<file path="config.mk">
export PLATFORM = sky130hd
export DESIGN_NAME = operand_capture_8b
export DESIGN_NICKNAME = d
export VERILOG_FILES = /design/src/rtl/operand_capture_8b_pkg.sv /design/src/rtl/operand_capture_8b_buffer.sv /design/src/rtl/operand_capture_8b.sv
export SDC_FILE = /design/constraint.sdc
export NUM_CORES = 1
export LEC_CHECK = 0
export CORE_UTILIZATION = 40
export CTS_CLUSTER_DIAMETER = 200
export DETAILED_ROUTE_END_ITERATION = 8
export PLACE_DENSITY = 0.64
export RECOVER_POWER = 25
export SYNTH_ARGS = -nofsm -noshare
export SYNTH_HDL_FRONTEND = slang
export SYNTH_SLANG_ARGS = --single-unit
</file>
<file path="constraint.sdc">
create_clock -name input_clock -period 2.52 [get_ports input_clock]
set_clock_uncertainty 0.15 [all_clocks]
set_input_delay 0.378 -clock input_clock [delete_from_list [all_inputs] [get_ports input_clock]]
set_output_delay 0.378 -clock input_clock [all_outputs]
set_load 0.02 [all_outputs]
</file>
<file path="src/rtl/operand_capture_8b_pkg.sv">
// Shared types for the operand capture stage: data width and the buffered
// entry record produced by the +carry adder.
package operand_capture_8b_pkg;

  localparam int WIDTH = 8;

  // Field order fixes the packed layout; total width is WIDTH + 4.
  typedef struct packed {
    logic [WIDTH-1:0] result;
    logic             carry;
    logic             zero;
    logic             negative;
    logic             inverted;
  } entry_t;

  localparam int ENTRY_W = $bits(entry_t);

  function automatic entry_t make_entry(input logic [WIDTH-1:0] data,
                                        input logic             carry_in,
                                        input logic             invert_tag);
    logic [WIDTH:0] sum;
    entry_t         e;
    sum        = {1'b0, data} + {{WIDTH{1'b0}}, carry_in};
    e.result   = sum[WIDTH-1:0];
    e.carry    = sum[WIDTH];
    e.zero     = (sum[WIDTH-1:0] == '0);
    e.negative = sum[WIDTH-1];
    e.inverted = invert_tag;
    return e;
  endfunction

endpackage

</file>
<file path="src/rtl/operand_capture_8b_buffer.sv">
// Generic DEPTH-entry circular buffer. Occupancy (level_o) is the state:
// 0 = empty, DEPTH = full, anything between = partially filled.
module operand_capture_buffer #(
  parameter  int W     = 12,
  parameter  int DEPTH = 2,
  localparam int PTR_W = $clog2(DEPTH)
) (
  input  logic             clk_i,
  input  logic             rst_i,
  input  logic             push_i,
  input  logic             pop_i,
  input  logic [W-1:0]     wdata_i,
  output logic [W-1:0]     rdata_o,
  output logic [PTR_W:0]   level_o,
  output logic             full_o,
  output logic             empty_o
);

  logic [W-1:0]     mem_q [DEPTH];
  logic [PTR_W-1:0] wr_ptr_q, wr_ptr_d;
  logic [PTR_W-1:0] rd_ptr_q, rd_ptr_d;
  logic [PTR_W:0]   level_q, level_d;
  logic             push_ok, pop_ok;

  assign full_o  = (level_q == (PTR_W+1)'(DEPTH));
  assign empty_o = (level_q == '0);

  // Guard here too so a misbehaving parent can never overrun or underrun.
  assign push_ok = push_i && !full_o;
  assign pop_ok  = pop_i && !empty_o;

  always_comb begin
    wr_ptr_d = wr_ptr_q;
    rd_ptr_d = rd_ptr_q;
    level_d  = level_q;
    if (push_ok) wr_ptr_d = wr_ptr_q + PTR_W'(1);
    if (pop_ok)  rd_ptr_d = rd_ptr_q + PTR_W'(1);
    case ({push_ok, pop_ok})
      2'b10:   level_d = level_q + (PTR_W+1)'(1);
      2'b01:   level_d = level_q - (PTR_W+1)'(1);
      default: level_d = level_q;
    endcase
  end

  always_ff @(posedge clk_i or posedge rst_i) begin
    if (rst_i) begin
      wr_ptr_q <= '0;
      rd_ptr_q <= '0;
      level_q  <= '0;
      for (int i = 0; i < DEPTH; i++) mem_q[i] <= '0;
    end else begin
      wr_ptr_q <= wr_ptr_d;
      rd_ptr_q <= rd_ptr_d;
      level_q  <= level_d;
      if (push_ok) mem_q[wr_ptr_q] <= wdata_i;
    end
  end

  assign rdata_o = mem_q[rd_ptr_q];
  assign level_o = level_q;

endmodule

</file>
<file path="src/rtl/operand_capture_8b.sv">
// Captures inverter output plus carry-in, completes the +1, and buffers
// result/flag entries for the downstream ALU stage.
module operand_capture_8b
  import operand_capture_8b_pkg::*;
#(
  parameter  int WIDTH = operand_capture_8b_pkg::WIDTH,
  parameter  int DEPTH = 2,
  localparam int PTR_W = $clog2(DEPTH)
) (
  input  logic             input_clock,
  input  logic             input_reset,
  input  logic [WIDTH-1:0] input_data,
  input  logic             input_invert,
  input  logic             input_carry,
  input  logic             input_valid,
  output logic             output_ready,
  output logic [WIDTH-1:0] output_result,
  output logic             output_carry,
  output logic             output_zero,
  output logic             output_negative,
  output logic             output_inverted,
  output logic             output_valid,
  input  logic             input_ready,
  output logic [PTR_W:0]   output_level
);

  // Handshake: a beat moves on a rising edge when valid && ready are both
  // high on that side; ready/valid here decode only from the stored level.
  entry_t push_entry;
  entry_t head_entry;
  logic   full;
  logic   empty;
  logic   push;
  logic   pop;

  assign push_entry = make_entry(input_data, input_carry, input_invert);

  assign output_ready = !full;
  assign output_valid = !empty;
  assign push         = input_valid && output_ready;
  assign pop          = output_valid && input_ready;

  operand_capture_buffer #(
    .W     (ENTRY_W),
    .DEPTH (DEPTH)
  ) u_buffer (
    .clk_i   (input_clock),
    .rst_i   (input_reset),
    .push_i  (push),
    .pop_i   (pop),
    .wdata_i (push_entry),
    .rdata_o (head_entry),
    .level_o (output_level),
    .full_o  (full),
    .empty_o (empty)
  );

  // Popped slots keep stale data, so the head is masked while empty.
  always_comb begin
    output_result   = '0;
    output_carry    = 1'b0;
    output_zero     = 1'b0;
    output_negative = 1'b0;
    output_inverted = 1'b0;
    if (output_valid) begin
      output_result   = head_entry.result;
      output_carry    = head_entry.carry;
      output_zero     = head_entry.zero;
      output_negative = head_entry.negative;
      output_inverted = head_entry.inverted;
    end
  end

endmodule

</file>
* Yosys cells after proc, flatten, opt, wreduce, memory -nomap -nowiden
Cells that the tools add are included.
** Storage, ports and cells
- Flip-flop bits (word level) :: 28
- Bits in latches :: 0
- Bits in writable memories :: 0
- Memory bits (read-only) :: 0
- Input bits :: 14
- Output and inout port bits :: 16
- Logic and storage cells :: 40
- Memories :: 0
** Operators by class
- Add/subtract/negate cells :: 5
- Multipliers :: 0
- Divide/modulo/power cells :: 0
- $lt $le $gt $ge :: 3
- Eq/ne operators :: 3
- Shifts and indexed selects :: 0
- Muxes and demuxes :: 12
- Bitwise logic cells :: 2
- Reductions and logical operators :: 10
** Operator list (count)
- 12-bit two-way mux :: 4
- 24-bit bitwise mux :: 1
- 12-bit demux with 1-bit select :: 1
- 8-bit by 1-bit adder with 9-bit output :: 1
- 8-bit logical NOT :: 1
- 8-bit two-way mux :: 1
- 1-bit logical AND :: 5
- 2-bit equality test (second input constant) :: 2
- 2-bit greater-or-equal comparator (second input constant) :: 2
- 1-bit two-way mux :: 4
- 1-bit inverter with 2-bit output :: 2
- 2-bit case mux with 2 select lines :: 1
- 1-bit adder (second input constant) :: 2
- 2-bit by 1-bit adder with 2-bit output (second input constant) :: 1
- 2-bit by 1-bit equality test with 1-bit output (second input constant) :: 1
- 1-bit logical NOT :: 2
- 2-bit logical NOT :: 1
- 2-bit by 1-bit less-than comparator with 1-bit output (second input constant) :: 1
- 2-bit nonzero test :: 1
- 2-bit by 1-bit subtractor with 2-bit output (second input constant) :: 1

* Logic depth before layout (Yosys ltp)
Gate-level depths: netlist of the first run.
- Depth in word-level cells :: 6
- Mapped depth :: 7
- Depth with buffers taken out :: 7

* Modules after synthesis
From an unflattened synthesis of the first run, not the netlist that was laid out.
** Second synthesis, totals
- Cells, all modules :: 127
- Area, all modules :: 1651.6 µm²
** By module, submodules not included
- operand_capture_buffer :: instances 1, cells each 82, area an instance 1343.8 µm², sequential area each 700.7 µm²
- operand_capture_8b :: instances 1, cells each 45, area an instance 307.8 µm², sequential area each 0.0 µm²

* Worst setup path after synthesis of the first run
No wires, ideal clock.
- Kind :: input-to-output
- Start point :: input port u_buffer.level_o[1]
- End point :: output port output_result[7]
- Data arrival time :: 1425 ps
- Required time :: 1992 ps
- Path slack :: 567 ps
- Stages on the path :: 5
- Buffers on the path :: 2
- Path through :: dfrtp_1 -> nor2_1 -> clkbuf_1 -> nor2_1 -> buf_4
** Between the ends
- Longest elaborated chain between the ends :: 2
** Ends and longest elaborated chain
- from (decl) :: RTL line operand_capture_8b_buffer.sv:14 : output logic [PTR_W:0] level_o,
- 2-bit logical NOT :: RTL line operand_capture_8b_buffer.sv:26 : assign empty_o = (level_q == '0);
- 8-bit two-way mux :: RTL line operand_capture_8b.sv:65 : if (output_valid) begin
- to (decl) :: RTL line operand_capture_8b.sv:17 : output logic [WIDTH-1:0] output_result,
No other way between the ends.

* Final worst setup path of the first run
Same ends and word-level chain as after synthesis.

==> results.cfg, run 1 <==
[status]
status = finished clean

[route]
vias = 1058
firstDrtPassIters = 4
vias_per_cell = 4.97
ant_nets = 0
routed_wl_um = 2670
drc = 0
drt_iter0_drc = 34
wl_per_cell_um = 12.5

[synth]
yosysWarnings = 0
avgSynthCellArea_sq_um = 9.64
yosysUniqueCellTypes = 31
synth_fp_nets = 159
synthCells = 142
synth_seq_area_share = 0.475
syn-cell-area_sq_um = 1370
synth-seq-cells = 26

[worst_setup_path]
critical_path_class = reg -> out
slowest_delay_ns = 0.55
crit_required_ns = 1.99
cp.arrival_ns = 1.77
end_kind = output port
path_max_fanout = 13
critPathLaunchType = register
cp_slowest_cell = clkdlybuf4s50_1
path_cells = nor2_4 -> nor2_1 -> clkdlybuf4s50_1
path_buf_inv = 1
crit_family = buffers and inverters

[global_route]
grt_max_degree = 27
grt_pass1_wl_um = 4260
met1_usage = 0.223
overflow = 0
met3_usage = 0.0256
grt_pass1_vias = 923
grt.total_usage = 0.159
antenna_found_initial = 0
grt_util_met2 = 0.253
grt_busiest_layer = met2

[clocking]
clk_latency_ns = 0.31
cts_buffers = 3
cts.sinks = 26
cts-root-buf = clkbuf_4
clk_pin_slew_ns = 0.13
htreeDepth = 1
hold_buffers = 0
cts_setup_buffers = 0
cts_tree = yes
clk_path_buf_depth = 2

[floorplanning]
dieWidth_um = 60.5
die_h_um = 60.5
die_area_sq_um = 3660
rows = 20
initial_core_util = 0.434
ios = 30
core-area_sq_um = 3150

[placed_design]
dp_hpwl_um = 1970
port_buffers = 29
place_inst = 210
place.gp.congestion = 0.738
pre_cts_slack_ns = 0.0687

[timing]
maxSlewViolCount = 0
finalSetupTns_ns = 0
layout_setup_ws_ns = 0.220
rsz0062_at_grt = false
timing.final.crit_share = 0.913
period_minus_slack_ns = 2.30
max_slew_margin = 0.0935
max_freq_ghz = 0.435
final_hold_viol_count = 0
setup-violations-final = 0
tightest_slew_ns = 1.36

[hold_path]
hold_path.class = reg -> reg

[layout]
regArea_sq_um = 651
layout.nets = 188
drive_gt1_frac = 0.0769
diodes = 0
multi_input_area_sq_um = 673
fillers = 313
syn_to_final_growth_pct = 25.2
final_cells = 213

[power_and_ir_drop]
leakagePower_nw = 0.760
power.density_nw_per_um2 = 1150
vdd_drop_max_mv = 0.499

[job]
max_cap_violations = 0
## layout make-up
type	count	area share
Sequential cell	26	0.380
Inverter	3	0.00657
Timing Repair Buffer	31	0.176
Tap cell	44	0.0321
Clock buffer	3	0.0131
Multi-Input combinational cell	106	0.393
## logic make-up (layout without fill, tap and decap cells)
family | Yosys count | after routing | synth area share
adders and majority gates | 3 | 3 | 0.0274
xor gates and xnor gates | 12 | 12 | 0.0768
muxes | 14 | 14 | 0.105
DFF | 26 | 26 | 0.475
and+or+nand+nor | 58 | 58 | 0.196
buffers and inverters | 10 | 37 | 0.0384
AOI/OAI and AO/OA | 19 | 19 | 0.0814
## per-layer routing
layer  vias up  routed length, um
met5         -                  0
met2        15               1290
met3         2                 79
met4         0                 19
li1        528                  -
met1       513               1270
## Yosys cell counts
master    number  area, sq um
o21ai_1        2         10.0
nand2_2        1         6.26
ha_1           3         37.5
nor3_1         2         10.0
xor2_1         5         43.8
dfrtp_1       26          651
nand4_1        1         6.26
nand2b_4       1         13.8
mux2_2         3         33.8
xnor2_1        7         61.3
clkbuf_1       2         7.51
mux2i_1       11          110
a211oi_1       1         7.51
or2_1          1         6.26
nor4b_1        1         8.76
nand2_1       29          109
nor2b_1        1         6.26
nand2_4        1         11.3
o211ai_1       1         7.51
buf_4          1         7.51
o21ai_0       12         60.1
nor2_1        15         56.3
buf_2          3         15.0
buf_6          1         11.3
o31ai_2        1         12.5
and4_1         1         8.76
nand3_1        3         15.0
o31ai_1        1         7.51
nand3_2        1         10.0
a31oi_1        1         6.26
inv_1          3         11.3
## through the flow
step	area [sq um]	utilization	power, mW	hold slack, ns
2_1_floorplan	1370	-	1.41	0.268
3_3_place_gp	1690	0.535	1.79	0.308
3_5_place_dp	1690	0.535	1.82	0.312
4_1_cts	1720	0.545	2.01	0.254
5_1_grt	1710	0.544	2.12	0.367
6_report	1710	0.544	1.97	0.341
## sequential cells by signal, summed over array words and instances (netlist names)
| name | count |
|---|---|
| u_buffer.mem_q | 22 |
| u_buffer.rd_ptr_q | 1 |
| u_buffer.wr_ptr_q | 1 |
| u_buffer.level_o | 2 |
## worst min-delay path, cell delays in order, from the launching register on
cell and delay [ns]:
dfrtp_1 0.36, nand2_1 0.04, o21ai_0 0.06
## where the power goes
group / internal [mW] / total (mW) / switching (mW)
clock: 0.0558 / 0.165 / 0.109
sequential: 0.590 / 0.705 / 0.115
combinational: 0.513 / 1.10 / 0.592
total: 1.16 / 1.97 / 0.816
## cell usage in the layout (no fill, tap or decap), types with 2 or more instances in the layout
master and n:
nor2_1 14, xor2_1 5, nand3_1 3, inv_1 3, xnor2_1 7, dfrtp_1 26, mux2_2 3, nand2_1 29
nor3_1 2, o21ai_1 2, clkbuf_4 3, clkdlybuf4s50_1 28, ha_1 3, mux2i_1 11, o21ai_0 12
## what timing repair did
| item | in CTS | in global routing |
|---|---|---|
| endpoints found under the setup margin | 13 | 0 |
| gates resized for setup | 2 | 0 |
| endpoints found under the hold margin | 0 | 0 |
## final timing paths
check / startpoint / to / slack, ns / cells after the start
max in group asynchronous: input_reset / u_buffer.mem_q[15]$_DFFE_PP0P_ / 0.64 / 3
setup / recovery: u_buffer.level_o[1]$_DFFE_PP0P_ / output_result[7] / 0.22 / 3
setup reg to reg: u_buffer.level_o[0]$_DFFE_PP0P_ / u_buffer.mem_q[15]$_DFFE_PP0P_ / 0.72 / 4
hold / removal: u_buffer.mem_q[22]$_DFFE_PP0P_ / u_buffer.mem_q[22]$_DFFE_PP0P_ / 0.34 / 2
min in group asynchronous: input_reset / u_buffer.level_o[0]$_DFFE_PP0P_ / 0.79 / 3
hold reg to reg: u_buffer.mem_q[22]$_DFFE_PP0P_ / u_buffer.mem_q[22]$_DFFE_PP0P_ / 0.34 / 2
No activity file was read; power rests on OpenSTA's default activity.
==> inputs of run 2 (changes only) <==
--- a/config.mk
+++ b/config.mk
@@ -7,6 +7,7 @@
 export LEC_CHECK = 0
 export CORE_UTILIZATION = 40
 export CTS_CLUSTER_DIAMETER = 200
+export CTS_CLUSTER_SIZE = 30
 export DETAILED_ROUTE_END_ITERATION = 8
 export PLACE_DENSITY = 0.64
 export RECOVER_POWER = 25
==> results of run 2 <==
The final DEF is identical to that of run 1; final timing and power are the same.
